File: config.mk
export PLATFORM = sky130hd
export DESIGN_NAME = pattern_detect_fsm_param_flat
export DESIGN_NICKNAME = d
export VERILOG_FILES = /design/src/rtl/pattern_detect_fsm_param_if.sv /design/src/rtl/pattern_detect_fsm_param.sv /design/src/flat_wrapper.sv
export SDC_FILE = /design/constraint.sdc
export NUM_CORES = 1
export LEC_CHECK = 0
export CAP_MARGIN = 20
export CORE_MARGIN = 8
export CORE_UTILIZATION = 60
export DETAILED_ROUTE_END_ITERATION = 12
export DONT_BUFFER_PORTS = 1
export PLACE_DENSITY = 0.76
export SLEW_MARGIN = 20
export SYNTH_ARGS = -nofsm -noshare
export SYNTH_HDL_FRONTEND = slang
export SYNTH_SLANG_ARGS = --single-unit
File: constraint.sdc
create_clock -name clk -period 4.3 [get_ports clk]
set_input_delay 0.43 -clock clk [delete_from_list [all_inputs] [get_ports clk]]
set_output_delay 0.43 -clock clk [all_outputs]
set_load 0.01 [all_outputs]
File: src/rtl/pattern_detect_fsm_param_if.sv
// Handshake/config/status bundle for the programmable serial pattern detector.
interface pattern_detect_fsm_param_if #(
  parameter int unsigned PAT_W = 8,
  parameter int unsigned LEN_W = 4,
  parameter int unsigned CNT_W = 8
);
  logic             din;
  logic             din_valid;
  logic             cfg_load;
  logic [PAT_W-1:0] cfg_pattern;
  logic [LEN_W-1:0] cfg_len;
  logic             cfg_overlap;
  logic             clr_count;
  logic             pattern_detect;
  logic [CNT_W-1:0] match_count;
  logic             count_sat;
  logic             cfg_err;
  logic             busy;

  modport master (
    output din, din_valid, cfg_load, cfg_pattern, cfg_len, cfg_overlap, clr_count,
    input  pattern_detect, match_count, count_sat, cfg_err, busy
  );

  modport slave (
    input  din, din_valid, cfg_load, cfg_pattern, cfg_len, cfg_overlap, clr_count,
    output pattern_detect, match_count, count_sat, cfg_err, busy
  );
endinterface

File: src/rtl/pattern_detect_fsm_param.sv
// Run-time programmable serial bit-pattern detector with overlap/non-overlap modes,
// qualified input and a saturating match counter.
module pattern_detect_fsm_param #(
  parameter int unsigned PAT_W = 8,
  parameter int unsigned LEN_W = 4,
  parameter int unsigned CNT_W = 8
) (
  input  logic                        clk,
  input  logic                        reset,
  pattern_detect_fsm_param_if.slave   bus
);

  typedef enum logic [1:0] {UNCFG = 2'd0, FILL = 2'd1, HUNT = 2'd2} state_t;

  state_t           state, state_d;
  logic [PAT_W-1:0] hist, hist_shift, hist_d;
  logic [PAT_W-1:0] pat, mask;
  logic [LEN_W-1:0] len, fill, fill_inc, fill_d;
  logic             ovl;
  logic             cfg_ok, load_ok, shift_en, match_c;

  logic             detect_q, sat_q, err_q, busy_q;
  logic [CNT_W-1:0] count_q;

  // State register
  always_ff @(posedge clk) begin
    if (reset) state <= UNCFG;
    else       state <= state_d;
  end

  // Next-state: a legal load restarts from FILL; a non-overlap match restarts the fill
  always_comb begin
    state_d = state;
    if (load_ok) begin
      state_d = FILL;
    end else if (shift_en) begin
      if (match_c && !ovl)        state_d = FILL;
      else if (fill_inc == len)   state_d = HUNT;
    end
  end

  // Datapath next values and the match compare against the masked low len bits
  always_comb begin
    cfg_ok     = (bus.cfg_len != '0) && (bus.cfg_len <= LEN_W'(PAT_W));
    load_ok    = bus.cfg_load && cfg_ok;
    shift_en   = !bus.cfg_load && bus.din_valid && (state != UNCFG);
    hist_shift = {hist[PAT_W-2:0], bus.din};
    fill_inc   = (fill < len) ? fill + LEN_W'(1) : fill;
    mask       = {PAT_W{1'b1}} >> (LEN_W'(PAT_W) - len);
    match_c    = shift_en && (((hist_shift ^ pat) & mask) == '0) && (fill_inc >= len);

    hist_d = hist;
    fill_d = fill;
    if (load_ok) begin
      hist_d = '0;
      fill_d = '0;
    end else if (shift_en) begin
      hist_d = hist_shift;
      fill_d = (match_c && !ovl) ? '0 : fill_inc;
    end
  end

  always_ff @(posedge clk) begin
    if (reset) begin
      hist <= '0;
      fill <= '0;
      pat  <= '0;
      len  <= '0;
      ovl  <= 1'b0;
    end else begin
      hist <= hist_d;
      fill <= fill_d;
      if (load_ok) begin
        pat <= bus.cfg_pattern;
        len <= bus.cfg_len;
        ovl <= bus.cfg_overlap;
      end
    end
  end

  // Registered status outputs; clear beats a coincident match
  always_ff @(posedge clk) begin
    if (reset) begin
      detect_q <= 1'b0;
      count_q  <= '0;
      sat_q    <= 1'b0;
      err_q    <= 1'b0;
      busy_q   <= 1'b0;
    end else begin
      detect_q <= match_c;
      err_q    <= bus.cfg_load && !cfg_ok;
      busy_q   <= (state_d != UNCFG);
      if (bus.clr_count) begin
        count_q <= '0;
        sat_q   <= 1'b0;
      end else if (match_c && (count_q != {CNT_W{1'b1}})) begin
        count_q <= count_q + CNT_W'(1);
        sat_q   <= sat_q | ((count_q + CNT_W'(1)) == {CNT_W{1'b1}});
      end
    end
  end

  assign bus.pattern_detect = detect_q;
  assign bus.match_count    = count_q;
  assign bus.count_sat      = sat_q;
  assign bus.cfg_err        = err_q;
  assign bus.busy           = busy_q;

endmodule

File: src/flat_wrapper.sv
// flat-port wrapper written by rule: the top's interface ports become plain ports
module pattern_detect_fsm_param_flat 
#(
  parameter int unsigned PAT_W = 8,
  parameter int unsigned LEN_W = 4,
  parameter int unsigned CNT_W = 8
)
  (clk, reset, bus_din, bus_din_valid, bus_cfg_load, bus_cfg_pattern, bus_cfg_len, bus_cfg_overlap, bus_clr_count, bus_pattern_detect, bus_match_count, bus_count_sat, bus_cfg_err, bus_busy);
  pattern_detect_fsm_param_if #(.PAT_W(PAT_W), .LEN_W(LEN_W), .CNT_W(CNT_W)) bus_i ();
  input  logic clk;
  input  logic reset;
  input wire logic [$bits(bus_i.din)-1:0] bus_din;
  input wire logic [$bits(bus_i.din_valid)-1:0] bus_din_valid;
  input wire logic [$bits(bus_i.cfg_load)-1:0] bus_cfg_load;
  input wire logic [$bits(bus_i.cfg_pattern)-1:0] bus_cfg_pattern;
  input wire logic [$bits(bus_i.cfg_len)-1:0] bus_cfg_len;
  input wire logic [$bits(bus_i.cfg_overlap)-1:0] bus_cfg_overlap;
  input wire logic [$bits(bus_i.clr_count)-1:0] bus_clr_count;
  output wire logic [$bits(bus_i.pattern_detect)-1:0] bus_pattern_detect;
  output wire logic [$bits(bus_i.match_count)-1:0] bus_match_count;
  output wire logic [$bits(bus_i.count_sat)-1:0] bus_count_sat;
  output wire logic [$bits(bus_i.cfg_err)-1:0] bus_cfg_err;
  output wire logic [$bits(bus_i.busy)-1:0] bus_busy;
  assign bus_i.din = bus_din;
  assign bus_i.din_valid = bus_din_valid;
  assign bus_i.cfg_load = bus_cfg_load;
  assign bus_i.cfg_pattern = bus_cfg_pattern;
  assign bus_i.cfg_len = bus_cfg_len;
  assign bus_i.cfg_overlap = bus_cfg_overlap;
  assign bus_i.clr_count = bus_clr_count;
  assign bus_pattern_detect = bus_i.pattern_detect;
  assign bus_match_count = bus_i.match_count;
  assign bus_count_sat = bus_i.count_sat;
  assign bus_cfg_err = bus_i.cfg_err;
  assign bus_busy = bus_i.busy;
  pattern_detect_fsm_param #(.PAT_W(PAT_W), .LEN_W(LEN_W), .CNT_W(CNT_W)) u_core (.clk(clk), .reset(reset), .bus(bus_i));
endmodule
==> results.md <==
- Status: complete, no violations
- Synth top area share: between 30% and 40%
- Crit-path max FO: 6
- EDFF count, synth: 0
- Final hold violation count: 0
- CTS root buf: clkbuf_4
- Gpl congestion: roughly 0.85
- Post-DP HPWL: approximately 3400 µm
- Vias per Instance: between 5 and 6
- Leakage power: ~0.8 nW
- ANT cells: 0
- Layout cells sized above 1: 4.66%
- Area of the multi-input gates: 0.00121 mm²
- CP required: 4.56 ns
- Core area: 0.00331 mm²
- Tot Pwr: around 0.62 mW
- Switch share: 27.0%
- Final cell count without fillers: approximately 280
- Hold_buf cts: 0
- Post-CTS Setup Bufs: 0
- Initial Utilization: between 60% and 70%
- Register area: 761 µm²
- Initial antenna violation count: 0
- RSZ-0062 raised after global routing: no
- Yosys cell types: between 40 and 50
- Syn Area/Cell: roughly 8.7 µm²
- Worst min-delay path category: input pin to flop
- Final worst slack: 0.737 ns
- Sequential fraction of the synthesis area: 37.1%
- Synth-to-Final Area Change: 3.60%
- Die height: 74.5 µm
- Final core occ: between 60 and 70%
- Post-route ant nets: 0
- Placement Cell Area: 0.00208 mm²
- Via Count: around 1.7k
- Worst-Skew Late Latency: between 0.3 and 0.4 ns
- Finished Cell Area: 0.00213 mm²
- Synth async-reset ratio: 0%
- Final Setup Violations: 0
- Period utilization: between 80% and 90%
- Die ar.: between 0.005 and 0.006 mm²
- I/O pin count: 31
- Most common cell after layout, fill and taps aside: dfxtp_1
- DP Worst Slack: 0.800 ns
- Synth Warn #: 0
- Psw: 0.167 mW
- Max Transition Viols Final: 0
- Fillcell total: between 200 and 300
- Setup Crit Path Kind: flop to flop
- Routed wire length: 4450 µm
- Commonest cells after routing, fill and taps aside: dfxtp_1 (38), nand2_1 (32), nor2_1 (19)
- Total CTS buffers: 5
- Final min period: between 3 and 4 ns
- Sequential Power Share: 59.8%
- Area leader, netlist: dfxtp_1
- Max_slew headroom: 39.7%
- Number of global-route vias before repair: 1642
- Max VDD drop: 0.000213 V
- Worst hold margin: 0.134 ns
- GRT Util Overall: 18.1%
- Max-cap violations: 0
- NumNets Final: 268
- Largest net degree at the start of global routing: 22
- Worst-path clk slew: 0.11 ns
- DRC Markers: 0
- Rows: 21
- Combinational share of power: approximately an eighth
- Crit path capture type: flop
- Worst-Margin Slew: 0.902 ns
- Clk buf depth: 2
- Main flop type after synthesis: dfxtp_1
- Post_cts resized: 0
- Cell Pwr Density: 291 mW/mm²
- Synthesis-stage register bit count: 38
- Syn_nets: 268
- Drt initial violations: between 150 and 200
- Cell Int Power: 0.451 mW
- Cells after synthesis: 236
- Port Buffer Count: 0
- CTS tree: built
- Clk pwr share: 27.8%
- Fmax: 0.281 GHz
- Mapped cell area: 0.00205 mm²
- Total iterations of the first detailed-routing run: 4
- Clk sinks: 38
- WL/cell: 15.8 µm
- Synth top area cells: dfxtp_1 (37%), mux2i_1 (8.3%), ha_1 (7.9%)
- Die X: ~74 µm
- CTS H-tree lvls: 2
- First-pass GRT wire length: 7730 µm
- Placed cell count: 275
- Gr ovfl total: 0
- TNS Setup: 0 ns
- WP data arrival: ~3.8 ns
- Crit path launch type: flop
- Worst Clk Skew: 0.00951 ns
[worst max-delay path, stage by stage, from the launching register on]
cell and delay (ns):
dfxtp_1 0.43, inv_1 0.11, ha_1 0.31, nand2_1 0.10, o21ai_0 0.33, mux2_2 0.41
ha_1 0.28, and3_1 0.19, a221o_1 0.25, nand2_1 0.16, or4_1 0.62, a32o_1 0.29
[flip-flops by register name (all words and copies together), names as in the netlist]
signal / cells
u_core.bus.match_count: 8
u_core.pat: 8
u_core.hist: 7
u_core.fill: 4
u_core.len: 4
u_core.state: 2
u_core.bus.busy: 1
u_core.bus.cfg_err: 1
u_core.bus.count_sat: 1
u_core.bus.pattern_detect: 1
u_core.ovl: 1
[per-layer routing]
layer	up-vias	share of wire [%]	global-route usage, %
li1	847	-	-
met1	799	46	22.4
met2	32	45	28.3
met3	8	7.1	6.06
met4	0	1.6	6.74
met5	-	0	0
[worst paths after layout]
check | startpoint | end | slack [ns] | cells after the start
min reg2reg | u_core.state[0]$_SDFF_PP0_ | u_core.state[0]$_SDFF_PP0_ | 0.48 | 2
max | u_core.len[3]$_SDFFE_PP0P_ | u_core.fill[2]$_SDFFE_PP0P_ | 0.74 | 11
min | reset | u_core.bus.busy$_SDFF_PP0_ | 0.13 | 1
max reg2reg | u_core.len[3]$_SDFFE_PP0P_ | u_core.fill[2]$_SDFFE_PP0P_ | 0.74 | 11
[area by class of cell]
class / count / share of cell area [%]
multi-input cells: 179 / 57.0
clock buffers: 5 / 1.77
repair buffers: 1 / 0.353
inverters: 11 / 1.94
well taps: 46 / 2.71
clock inverters: 2 / 0.471
flip-flops and latches: 38 / 35.8
[cell families after synthesis]
group                      after synthesis  synth area share, %
AOI/OAI and AO/OA                       40                 13.4
xor gates and xnor gates                15                 6.40
adders and majority gates               13                 7.93
buffers and inverters                   19                 3.90
DFF                                     38                 37.1
muxes                                   18                 8.84
and+or+nand+nor                         93                 22.4
[cell usage after synthesis (2+ instances only)]
| cell | instances |
|---|---|
| o21ai_0 | 5 |
| nand4_1 | 6 |
| nor3_1 | 5 |
| or3_1 | 4 |
| nand3_1 | 7 |
| a21oi_1 | 14 |
| xor2_1 | 4 |
| or4_1 | 5 |
| and3_1 | 3 |
| nand2_1 | 32 |
| clkbuf_1 | 6 |
| nand2b_1 | 3 |
| inv_1 | 11 |
| o211ai_1 | 2 |
| ha_1 | 13 |
| nor3b_1 | 3 |
| nor2_1 | 19 |
| a31oi_1 | 3 |
| xnor2_1 | 11 |
| dfxtp_1 | 38 |
| mux2i_1 | 17 |
| o31ai_1 | 3 |
| a32o_1 | 3 |
[power groups by stage]
| stage | Sequential [mW] | Clock, mW | Combinational, mW |
|---|---|---|---|
| finish | 0.370 | 0.172 | 0.0768 |
| global route | 0.372 | 0.193 | 0.0857 |
| CTS | 0.370 | 0.178 | 0.0758 |
| detailed placement | 0.378 | 0 | 0.0754 |
| global placement | 0.378 | 0 | 0.0740 |
| floorplan | 0.376 | 0 | 0.0674 |
No activity file was read; power rests on OpenSTA's default activity.
